`config.mk`:
```
export PLATFORM = sky130hd
export DESIGN_NAME = ram_fifo_ctrl
export DESIGN_NICKNAME = d
export VERILOG_FILES = /design/src/rtl/ram_fifo_ctrl.sv
export SDC_FILE = /design/constraint.sdc
export NUM_CORES = 1
export LEC_CHECK = 0
export CAP_MARGIN = 25
export CORE_ASPECT_RATIO = 1.2
export CORE_UTILIZATION = 25
export CTS_CLUSTER_SIZE = 30
export DETAILED_ROUTE_END_ITERATION = 16
export DONT_BUFFER_PORTS = 1
export SKIP_LAST_GASP = 1
export SLEW_MARGIN = 20
export SYNTH_ARGS = -nofsm -noshare
export SYNTH_HDL_FRONTEND = slang
export SYNTH_SLANG_ARGS = --single-unit
```
`constraint.sdc`:
```
create_clock -name clk -period 2.55 [get_ports clk]
set_input_delay 0.6375 -clock clk [delete_from_list [all_inputs] [get_ports clk]]
set_output_delay 0.6375 -clock clk [all_outputs]
set_load 0.02 [all_outputs]
```
`src/rtl/ram_fifo_ctrl.sv`:
```
// ram_fifo_ctrl
// -----------------------------------------------------------------------------
// Synchronous FIFO controller in front of the 8x4 single-clock RAM. It turns a
// push/pop stream into RAM write/read strobes and addresses, tracks how many
// words are stored, and returns popped data one cycle after the pop with a
// valid tag. The RAM registers its read data, so pop_data is a pass-through.
//
// Ports:
//   clk            rising-edge system clock
//   rst_n          asynchronous active-low reset
//   push/push_data enqueue request and its data
//   pop            dequeue request
//   full/empty     occupancy flags (combinational from the word count)
//   pop_data       dequeued word, meaningful while pop_valid=1
//   pop_valid      registered: a pop was accepted on the previous edge
//   overflow       one-cycle pulse after a rejected push
//   underflow      one-cycle pulse after a rejected pop
//   ram_write_*    RAM write port drive (enable, 8-bit address, data)
//   ram_read_*     RAM read port drive (enable, 8-bit address) and read data
//
// Optional feature (macro RAM_FIFO_CTRL_LEVEL_EN):
//   parameter AF_THRESH, output level (= count), registered almost_full
//   (next count >= AF_THRESH) and almost_empty (next count <= 1).
// -----------------------------------------------------------------------------
module ram_fifo_ctrl #(
    parameter int DEPTH = 8,
    parameter int AW    = 3,
    parameter int DW    = 4
`ifdef RAM_FIFO_CTRL_LEVEL_EN
    ,
    parameter int AF_THRESH = DEPTH - 2
`endif
) (
    input  logic          clk,
    input  logic          rst_n,
    input  logic          push,
    input  logic [DW-1:0] push_data,
    input  logic          pop,
    output logic          full,
    output logic          empty,
    output logic [DW-1:0] pop_data,
    output logic          pop_valid,
    output logic          overflow,
    output logic          underflow,
    output logic          ram_write_en,
    output logic [7:0]    ram_write_addr,
    output logic [DW-1:0] ram_write_data,
    output logic          ram_read_en,
    output logic [7:0]    ram_read_addr,
    input  logic [DW-1:0] ram_read_data
`ifdef RAM_FIFO_CTRL_LEVEL_EN
    ,
    output logic [AW:0]   level,
    output logic          almost_full,
    output logic          almost_empty
`endif
);

    localparam logic [AW:0]   FULL_COUNT = (AW + 1)'(DEPTH);
    localparam logic [AW:0]   COUNT_ONE  = (AW + 1)'(1);
    localparam logic [AW-1:0] PTR_ONE    = AW'(1);

    logic [AW-1:0] wr_ptr;
    logic [AW-1:0] rd_ptr;
    logic [AW:0]   count;
    logic [AW:0]   count_next;
    logic          push_acc;
    logic          pop_acc;

    assign full  = (count == FULL_COUNT);
    assign empty = (count == '0);

    // Accept decisions use the current flags, so a push+pop at full only
    // pops and a push+pop at empty only pushes (no bypass path).
    assign push_acc = push & ~full;
    assign pop_acc  = pop & ~empty;

    assign ram_write_en   = push_acc;
    assign ram_write_addr = 8'(wr_ptr);
    assign ram_write_data = push_data;
    assign ram_read_en    = pop_acc;
    assign ram_read_addr  = 8'(rd_ptr);

    assign pop_data = ram_read_data;

    always_comb begin
        count_next = count;
        case ({push_acc, pop_acc})
            2'b10:   count_next = count + COUNT_ONE;
            2'b01:   count_next = count - COUNT_ONE;
            default: count_next = count;
        endcase
    end

    // Pointers wrap naturally because DEPTH is a power of two equal to 2**AW.
    always_ff @(posedge clk or negedge rst_n) begin
        if (!rst_n) begin
            wr_ptr    <= '0;
            rd_ptr    <= '0;
            count     <= '0;
            pop_valid <= 1'b0;
            overflow  <= 1'b0;
            underflow <= 1'b0;
        end else begin
            if (push_acc) begin
                wr_ptr <= wr_ptr + PTR_ONE;
            end
            if (pop_acc) begin
                rd_ptr <= rd_ptr + PTR_ONE;
            end
            count     <= count_next;
            pop_valid <= pop_acc;
            overflow  <= push & full;
            underflow <= pop & empty;
        end
    end

`ifdef RAM_FIFO_CTRL_LEVEL_EN
    localparam logic [AW:0] AF_LEVEL = (AW + 1)'(AF_THRESH);

    assign level = count;

    // Registered from the next count so the flags line up with level.
    always_ff @(posedge clk or negedge rst_n) begin
        if (!rst_n) begin
            almost_full  <= 1'b0;
            almost_empty <= 1'b1;
        end else begin
            almost_full  <= (count_next >= AF_LEVEL);
            almost_empty <= (count_next <= COUNT_ONE);
        end
    end
`endif

endmodule

```
==> qor.txt, run 1 <==
Combinational family with the most area after synthesis: buffers and inverters
Switching power: 0.000458 W
Total wire length: 1290 µm
WP data required: 2.70 ns
Final std cells w/o fill: 112
Power share of the combinational group: 0.412
Total of hold buffers inserted after clock tree synthesis: 0
Sinks on the clock net: 13
Grt ovf: 0
Complex-gate fraction of the synthesized area: 0.0747
Largest area contributor in the synthesized netlist: dfrtp_1
Netlist area before placement: 855 µm²
Placed Instances: 108
Capturing element type of the critical path: register
Final Cycle Share: 0.917
Sw frac: 0.440
Largest vdd supply drop: 0.524 mV
Final setup violating endpoints: 0
Share of final-layout standard cells stronger than drive strength 1: 0.171
Fraction of the mapped netlist area in adder cells: 0.0966
Synth Warn #: 0
Post-CTS Setup Repair Bufs: 0
Class of the tightest hold or removal check: primary input to async pin
Mean instance size in the synthesized netlist: 11.1 µm²
Final Net Count: 95
Final Hold Slack: 0.0559 ns
Clock edge transition at the registers on the reported setup and hold paths: 0.07 ns
Residual DRC: 0
Die area: 3660 µm²
Setup skew after layout: 0.00103 ns
Filler Cell Count: 334
Top-area cell type share of the netlist area: 0.381
Leakage power: 0.393 nW
Total via count in the routed design: 465
Highest net fanout along the worst path: 7
Die outline height: 66.0 µm
Area of the core region: 3170 µm²
Setup TNS: 0 ns
Average wire per standard cell: 11.5 µm
Internal Pwr Total: 0.000583 W
Setup repair after global routing missed its margin: no
Total number of placement rows: 22
Die Span X: 55.4 µm
Initial Util: 0.270
Leading cell types by total area after synthesis: dfrtp_1 (38%), buf_4 (16%), ha_1 (7.3%)
Antenna violations before repair: 0
Number of slew-limit violations in the final report: 0
Number of gates resized after cts: 0
Last weighted congestion value of the routability-driven placer: 0.711
Area Growth Syn to Fin: -0.147%
Via-per-instance ratio: 4.15
Element type at the critical path start: register
TritonCTS Buffers: 3
Final hold viol count: 0
Iteration count of the initial detailed-routing pass: 4
Total power after layout: 0.00104 W
Power per cell area: 1220 nW/µm²
Antenna diode count: 0
H-Tree Level Count: 1
Sequential fraction of the synthesis area: 0.381
Io pins: 43
Max-Cap Viols: 0
Count of nets left with antenna violations after detail routing: 0
Total of flip-flops plus latches after synthesis: 13
Clock power frac: 0.117
Class of the most critical setup path: register to register
Half-perimeter wire length after placement: 1040 µm
Maximum frequency from static timing analysis: 0.428 GHz
Outcome: finished clean
Minimum setup slack in the final design: 0.211 ns
Number of port buffers: 0
Pin count of the biggest net entering global routing: 14
Combined global-route utilization of all metal layers: 0.0828
Maximum buffer depth of the clock tree: 2
Count of different cell masters after synthesis: 28
Post-layout min period: 2.34 ns
WP data arrival: 2.49 ns
TritonCTS clock tree: done
Post-Synth Simple-Gate Area: 0.127
Wire length of the first global-routing pass: 2290 µm
Share of total power in sequential cells: 0.471
Share of cell area taken by muxes after synthesis: 0.0556
Area share of xor/xnor cells in the synthesized design: 0.0615
Clock Latency Late Sink: 0.27 ns
Detailed Route Iter0 Violations: 8
Synthesized netlist cell count: 77
Via count of the first global-routing pass: 486
Root buffer selected by CTS: clkbuf_4
Worst slack, placed: 0.214 ns
-- worst paths after layout --
path                                 from        end  slack, ns  depth (start not counted)
worst min-delay path                rst_n   count[2]       0.06                          0
min in group clk                     push   overflow       0.51                          1
worst min register to register  wr_ptr[2]  wr_ptr[2]       0.61                          1
worst max register to register   count[0]   count[3]       0.21                          6
max in group asynchronous           rst_n   overflow       2.43                          0
worst max-delay path             count[0]   count[3]       0.21                          6
-- per-layer routing --
layer  share of wire  wire length [µm]  global-route usage  vias up
met5               0                 0                   0        -
met1            0.43               558              0.0935      218
met3           0.079               102              0.0470        4
met2            0.47               605               0.125       15
met4           0.016                21              0.0406        0
li1                -                 -                   -      228
-- layout by cell type (no fill, tap or decap) --
cell      instances
nor4b_4           1
conb_1           10
nand2_1           3
o41a_4            1
nand3_1           2
o21ai_0           1
clkbuf_1          1
mux2i_1           1
clkbuf_4          3
dfrtp_1          13
ha_1              5
mux2_1            2
a2111o_1          1
nand2b_2          1
mux2_4            1
o211ai_1          1
xnor2_1           3
and2_1            2
nor3b_1           3
xor2_1            3
buf_4             6
nor4_1            1
inv_1             5
fa_1              1
or4b_1            1
a21oi_1           2
nor2_1            1
o311ai_1          1
-- worst max-delay path, stage by stage (launching register included) --
cell and delay [ns]:
dfrtp_1 0.49, o41a_4 0.50, ha_1 0.23, ha_1 0.30, or4b_1 0.50, o311ai_1 0.10, o211ai_1 0.11
-- cells by family (layout without fill, tap and decap cells) --
| logic type | count (synthesis) | in the layout |
|---|---|---|
| buf+inv | 25 | 15 |
| simple gates | 15 | 15 |
| flops | 13 | 13 |
| compound gates | 7 | 7 |
| fa+ha+maj | 6 | 6 |
| xor+xnor | 6 | 6 |
| mux | 4 | 4 |
| other cells | 1 | 10 |
-- through the flow --
step | instance area [µm²] | util
finish | 853 | 0.270
global route | 853 | 0.270
CTS | 853 | 0.270
detailed placement | 827 | 0.261
global placement | 827 | 0.261
floorplan | 888 | -
-- registers in the layout (all words and copies together) (netlist names) --
signal and count:
wr_ptr 3, rd_ptr 3, underflow 1, pop_valid 1, overflow 1, count 4
-- area by class of cell --
cell class | count | area (µm²) | area share
Clock buffer | 4 | 26.3 | 0.0308
Inverter | 5 | 18.8 | 0.0220
Multi-Input combinational cell | 48 | 393 | 0.460
Sequential cell | 13 | 325 | 0.381
Tap cell | 36 | 45.0 | 0.0528
Timing Repair Buffer | 6 | 45.0 | 0.0528
-- power groups by stage --
stage / Clock, W / Combinational [W] / Sequential, W
2_1_floorplan: 0 / 0.000400 / 0.000456
3_3_place_gp: 0 / 0.000418 / 0.000492
3_5_place_dp: 0 / 0.000435 / 0.000496
4_1_cts: 0.000134 / 0.000437 / 0.000492
5_1_grt: 0.000138 / 0.000492 / 0.000508
6_report: 0.000122 / 0.000430 / 0.000490
-- synth_stat cells --
library cell	n
mux2_1	2
nand2_1	3
fa_1	1
nand3_1	2
xnor2_1	3
o211ai_1	1
buf_6	1
nand2b_2	1
ha_1	5
o41a_4	1
nor2_1	1
xor2_1	3
and2_1	2
o21ai_0	1
o311ai_1	1
mux2_4	1
nor4b_4	1
inv_1	5
mux2i_1	1
dfrtp_1	13
a21oi_1	2
nor4_1	1
buf_4	18
conb_1	1
or4b_1	1
a2111o_1	1
nor3b_1	3
buf_2	1
No activity file was read; power rests on OpenSTA's default activity.
==> run 2: changes to the inputs <==
- clock period: 2.55 -> 2.1 ns (I/O delays scaled with it)
==> run 2 against run 1 <==
Compared with the run above: the flow now finishes with violations (negative setup slack); final area rose by 16%; utilization rose by 4.2 points; count of clock-buffer cells in the layout unchanged; critical path depth is the same; setup slack worse by 0.30 ns; flip-flop and latch count stayed put; sequential share of layout area fell by 4.9 points; clock skew increased by 0.0021 ns; via count increased by 12%; sequential power rose by 17%; hold slack better by 0.34 ns; total power rose by 40%; critical path type unchanged; highest routed layer unchanged.
==> qor.txt, run 2 (same netlist as run 1, synthesis figures left out) <==
Iteration count of the initial detailed-routing pass: 4 (unchanged)
Via count of the first global-routing pass: 537 (+10%)
Final Hold Slack: 0.391 ns (+0.335 ns)
Grt ovf: 0 (unchanged)
Class of the most critical setup path: register to register
Cell-by-cell listing of the critical path: o41a_4, ha_4, ha_1, a21oi_2, mux2_1, o211ai_1
Capture point of the worst reg-to-reg path: count[3]
Most common library cell in the layout ignoring fill and taps: buf_4
Combined global-route utilization of all metal layers: 0.0876 (+0.00487)
Final Net Count: 105 (+11%)
Io pins: 43 (unchanged)
Hold Path Cell Cnt: 1
Clock Latency Late Sink: 0.27 ns (about the same)
Post-layout min period: 2.19 ns (-0.151 ns)
Maximum frequency from static timing analysis: 0.457 GHz (+6.9%)
Headroom to the max-slew limit: 0.621
Number of cells on the worst reg-to-reg path: 6 (unchanged)
Average wire per standard cell: 11.7 µm (+2.2%)
Filler Cell Count: 314 (-6.0%)
Setup skew after layout: 0.00308 ns (+0.00205 ns)
Switching power: 0.000612 W (+34%)
Max-Cap Viols: 0 (unchanged)
Startpoint of the worst register-to-register path: count[3]
Pin count of the biggest net entering global routing: 14 (unchanged)
Sinks on the clock net: 13 (unchanged)
TritonCTS clock tree: done
Final hold viol count: 0 (unchanged)
Outcome: finished, violations left
Share of final-layout standard cells stronger than drive strength 1: 0.360 (+0.189)
TritonCTS Buffers: 3 (unchanged)
Die Span X: 55.4 µm (unchanged)
Number of port buffers: 0 (unchanged)
Element type at the critical path start: register
Setup TNS: -0.0876 ns (-0.0876 ns)
Via-per-instance ratio: 4.26 (+2.7%)
Die area: 3660 µm² (unchanged)
Regs by FF count: count (4), rd_ptr (3), wr_ptr (3)
Setup repair after global routing missed its margin: yes
Setup slack, reg-to-reg: -0.09 ns (-0.30 ns)
Antenna violations before repair: 0 (unchanged)
Minimum setup slack in the final design: -0.0876 ns (-0.299 ns)
Class of the tightest hold or removal check: primary input to register
Wire length of the first global-routing pass: 2450 µm (+6.9%)
Share of total power in sequential cells: 0.393 (-0.078)
Number of flip-flops under the largest register name: 4 (unchanged)
WP data arrival: 2.38 ns (-0.11 ns)
Power share of the combinational group: 0.506 (+0.094)
Register with the most flip-flops: count
Initial Util: 0.270 (unchanged)
Highest net fanout along the worst path: 4 (-3)
Clock power frac: 0.101 (-0.016)
Antenna diode count: 0 (unchanged)
Number of slew-limit violations in the final report: 0 (unchanged)
Leakage power: 0.443 nW (+13%)
WP data required: 2.29 ns (-0.41 ns)
Final Cycle Share: 1.04 (+0.125)
Crit path largest cell delay: 0.52 ns (+0.02 ns)
Total via count in the routed design: 520 (+12%)
Root buffer selected by CTS: clkbuf_4
Most frequent cells in the layout: buf_4 (15), dfrtp_1 (11), conb_1 (10)
Capturing element type of the critical path: register
Cell with the largest stage delay on the worst path: o41a_4
Beginning of the worst hold path: pop
Final setup violating endpoints: 1 (+1)
Largest vdd supply drop: 0.601 mV (+15%)
Total wire length: 1430 µm (+11%)
Internal Pwr Total: 0.000844 W (+45%)
Failing checks: negative setup slack
Detailed Route Iter0 Violations: 8 (unchanged)
Last weighted congestion value of the routability-driven placer: 0.690 (-3.1%)
Area of the core region: 3170 µm² (unchanged)
Area Growth Syn to Fin: 15.5%
Total number of placement rows: 22 (unchanged)
Power per cell area: 1470 nW/µm² (+21%)
Hold Path End: underflow
Maximum buffer depth of the clock tree: 2 (unchanged)
Sw frac: 0.420 (-0.0196)
Count of nets left with antenna violations after detail routing: 0 (unchanged)
Die outline height: 66.0 µm (unchanged)
Half-perimeter wire length after placement: 1110 µm (+7.2%)
Actual transition at the worst max-transition pin: 0.567 ns
Clock edge transition at the registers on the reported setup and hold paths: 0.07 ns (about the same)
Residual DRC: 0 (unchanged)
H-Tree Level Count: 1 (unchanged)
[run 2: worst max-delay path by stage]
stage               startpoint  endpoint  slack [ns]  cells past startpoint
global placement      count[1]  count[3]       -0.06                      6
finish                count[3]  count[3]       -0.09                      6
global route          count[0]  count[3]       -0.13                      6
detailed placement    count[1]  count[3]       -0.11                      6
CTS                   count[0]  count[3]       -0.09                      6
floorplan             count[1]  count[3]       -0.25                      7
[run 2: final cells by class]
| type | count | area [µm²] | share of cell area |
|---|---|---|---|
| inverter | 5 | 18.8 | 0.0190 |
| multi-input combinational | 48 | 447 | 0.452 |
| timing repair buffer | 16 | 123 | 0.124 |
| clock buffer | 4 | 26.3 | 0.0266 |
| sequential | 13 | 328 | 0.332 |
| tap | 36 | 45.0 | 0.0456 |
[run 2: critical path: cells and delay by family, from the launching register on]
family                     cells  cell delay [ns]
muxes                          1             0.34
adders and majority gates      2             0.50
AOI/OAI and AO/OA              3             0.86
DFF                            1             0.41
[run 2: layer usage]
layer | vias to the layer above | part of all wire | GRT usage
met5 | - | 0 | 0
met2 | 16 | 0.48 | 0.140
met1 | 251 | 0.40 | 0.0955
li1 | 249 | - | -
met3 | 4 | 0.099 | 0.0470
met4 | 0 | 0.016 | 0.0406
[run 2: power groups by stage]
stage                     logic (W)  registers (W)  clock network, W
after floorplan            0.000516       0.000560                 0
after global placement     0.000643       0.000575                 0
after detailed placement   0.000660       0.000580                 0
after CTS                  0.000715       0.000574          0.000156
after global routing       0.000824       0.000591          0.000167
final                      0.000736       0.000573          0.000147
[run 2: timing repair]
| item | 4_1_cts | 5_1_grt |
|---|---|---|
| hold endpoints to repair | 13 | 0 |
| hold buffers | 1 | 0 |
| buffers inserted | 3 | 0 |
| resized for setup | 1 | 4 |
| pin swaps | 1 | 0 |
| setup endpoints to repair | 1 | 2 |
[run 2: through the flow]
step	utilization	setup slack [ns]	instance area [µm²]	instances	total power, W
finish	0.312	-0.0876	987	122	0.00146
global route	0.312	-0.130	987	122	0.00158
CTS	0.306	-0.0933	968	122	0.00144
detailed placement	0.286	-0.110	906	114	0.00124
global placement	0.286	-0.0611	906	114	0.00122
floorplan	-	-0.249	922	86	0.00108
==> run 3: changes to the inputs <==
- ABC_AREA: default -> 1
- SETUP_SLACK_MARGIN: default -> 0.15
==> run 3 against run 2 <==
Compared with the run above: the run now ends clean; synthesized area down 4.2%; critical path depth is 1 lower; fmax up 17%; via count up 4.4%; first-iteration DRC count grew 88%; register-to-register slack improved by 0.35 ns; hold slack got worse by 0.046 ns.
==> qor.txt, run 3 <==
Outcome: finished clean
Power per cell area: 1510 nW/µm² (+2.1%)
Filler Cell Count: 340 (+8.3%)
Maximum buffer depth of the clock tree: 2 (unchanged)
CP startpoint: count[2]
Instance area after placement: 769 µm² (-15%)
Largest vdd supply drop: 0.678 mV (+13%)
Antenna diode count: 0 (unchanged)
Clock Latency Late Sink: 0.27 ns (about the same)
Maximum frequency from static timing analysis: 0.533 GHz (+17%)
Final Net Count: 116 (+10%)
Sequential fraction of the synthesis area: 0.398 (+0.0169)
Residual DRC: 0 (unchanged)
Via-per-instance ratio: 4.08 (-4.2%)
Setup repair after global routing missed its margin: no
Class of the tightest hold or removal check: primary input to register
WP data arrival: 1.35 ns (-1.03 ns)
TritonCTS Buffers: 3 (unchanged)
Number of port buffers: 0 (unchanged)
Most common library cell in the layout ignoring fill and taps: nand2_1
Startpoint of the worst register-to-register path: count[2]
Synth cell count leaders: buf_4 (18), nand2_1 (18), dfrtp_1 (13)
Capturing element type of the critical path: output pin
Number of slew-limit violations in the final report: 0 (unchanged)
Leading cell types by total area after synthesis: dfrtp_1 (40%), buf_4 (17%), nand2_1 (8.3%)
Die outline height: 64.7 µm (-2.1%)
Die Span X: 54.2 µm (-2.1%)
Final core utilization: 0.288 (-0.0237)
Die area: 3510 µm² (-4.1%)
Number of flops mapped to enable cells by yosys: 0 (unchanged)
Count of nets left with antenna violations after detail routing: 0 (unchanged)
Area of the core region: 3080 µm² (-2.6%)
Leakage power: 0.472 nW (+6.6%)
Total number of placement rows: 22 (unchanged)
Half-perimeter wire length after placement: 985 µm (-11%)
Via count of the first global-routing pass: 483 (-10%)
Primary flip-flop cell chosen by synthesis mapping: dfrtp_1
Number of flip-flops under the largest register name: 4 (unchanged)
Post-layout min period: 1.88 ns (-0.312 ns)
TritonCTS clock tree: done
Combined global-route utilization of all metal layers: 0.0828 (-0.00486)
Setup slack, reg-to-reg: 0.26 ns (+0.35 ns)
Regs by FF count: count (4), rd_ptr (3), wr_ptr (3)
Actual transition at the worst max-transition pin: 0.579 ns (+0.0120 ns)
Clock edge transition at the registers on the reported setup and hold paths: 0.08 ns (about the same)
Detailed Route Iter0 Violations: 15 (+7)
Initial Util: 0.265 (-0.00454)
Largest area contributor in the synthesized netlist: dfrtp_1
Capture point of the worst reg-to-reg path: count[3]
Max-Cap Viols: 0 (unchanged)
Final hold viol count: 0 (unchanged)
Finished layout cell area: 888 µm² (-10%)
Total of flip-flops plus latches after synthesis: 13 (unchanged)
Total wire length: 1310 µm (-8.2%)
Setup crit end: empty
Root buffer selected by CTS: clkbuf_4
Pin count of the biggest net entering global routing: 14 (unchanged)
Element type at the critical path start: register
Top-area cell type share of the netlist area: 0.398 (+0.0169)
Setup TNS: 0 ns (+0.0876 ns)
Final Cycle Share: 0.893 (-0.148)
Wire length of the first global-routing pass: 1990 µm (-19%)
Sinks on the clock net: 13 (unchanged)
Final setup violating endpoints: 0 (-1)
Register with the most flip-flops: count
Most frequent cells in the layout: nand2_1 (18), dfrtp_1 (13), inv_1 (11)
H-Tree Level Count: 1 (unchanged)
Synth Warn #: 0 (unchanged)
Average wire per standard cell: 9.88 µm (-16%)
Async SR Flop Fraction: 1.00 (unchanged)
Count of different cell masters after synthesis: 18 (-36%)
Number of cells on the worst reg-to-reg path: 10 (+4)
Setup skew after layout: 0.00435 ns (+0.00127 ns)
Last weighted congestion value of the routability-driven placer: 0.821 (+19%)
Total via count in the routed design: 543 (+4.4%)
Highest net fanout along the worst path: 3 (-1)
Antenna violations before repair: 0 (unchanged)
WP data required: 1.57 ns (-0.72 ns)
Grt ovf: 0 (unchanged)
Hold Path Cell Cnt: 2 (+1)
Headroom to the max-slew limit: 0.613 (-0.00803)
Share of final-layout standard cells stronger than drive strength 1: 0.247 (-0.113)
Mean instance size in the synthesized netlist: 8.99 µm² (-19%)
Area Growth Syn to Fin: 8.56%
Beginning of the worst hold path: push
Synthesized netlist cell count: 91 (+18%)
Iteration count of the initial detailed-routing pass: 4 (unchanged)
Class of the most critical setup path: register to output pin
Netlist area before placement: 818 µm² (-4.2%)
Io pins: 43 (unchanged)
-- run 3: critical path, stage by stage (launching register included) --
cell	delay [ns]
dfrtp_1	0.43
inv_1	0.12
nand3_2	0.12
buf_4	0.15
buf_4	0.12
inv_1	0.15
-- run 3: routing by layer --
metal / routed length (µm) / global-route usage / vias up
met3: 108 / 0.0352 / 6
li1: - / - / 258
met5: 0 / 0 / -
met1: 480 / 0.0798 / 258
met4: 41 / 0.0609 / 0
met2: 683 / 0.134 / 21
-- run 3: power breakdown --
part	switching (W)	internal (W)
logic	0.000340	0.000299
registers	0.000186	0.000361
clock network	0.0000777	0.0000736
-- run 3: final cells by class --
type / instances / area [µm²] / area share
multi-input cells: 56 / 358 / 0.403
flip-flops and latches: 13 / 325 / 0.366
repair buffers: 11 / 85.1 / 0.0958
inverters: 13 / 48.8 / 0.0549
well taps: 36 / 45.0 / 0.0507
clock buffers: 4 / 26.3 / 0.0296
-- run 3: how the worst min path moves through the flow --
| stage | endpoint |
|---|---|
| 4_1_cts | overflow |
| 2_1_floorplan | count[0] |
| 5_1_grt | overflow |
| 6_report | overflow |
| 3_3_place_gp | wr_ptr[0] |
| 3_5_place_dp | wr_ptr[1] |
-- run 3: what timing repair did --
item                       in CTS  in global routing
hold buffers                    1                  0
setup endpoints to repair       1                  3
buffers inserted                3                  6
pin swaps                       2                  4
hold endpoints to repair       13                  0
gates resized for setup         0                  3
-- run 3: cells by family (layout without fill, tap and decap cells) --
logic type	after synthesis	count (layout)	share of synthesized area
fa+ha+maj	6	6	0.101
buf+inv	31	28	0.225
other cells	1	10	0.00458
xor+xnor	6	6	0.0642
compound gates	4	4	0.0245
flops	13	13	0.398
simple gates	30	30	0.183
-- run 3: metrics by stage --
step	setup WS, ns	hold slack (ns)	total power [W]	cells
finish	0.224	0.345	0.00134	133
global route	0.136	0.331	0.00148	133
CTS	0.158	0.337	0.00128	127
detailed placement	0.114	0.230	0.00108	119
global placement	0.143	0.230	0.00105	119
floorplan	0.164	0.229	0.00101	100
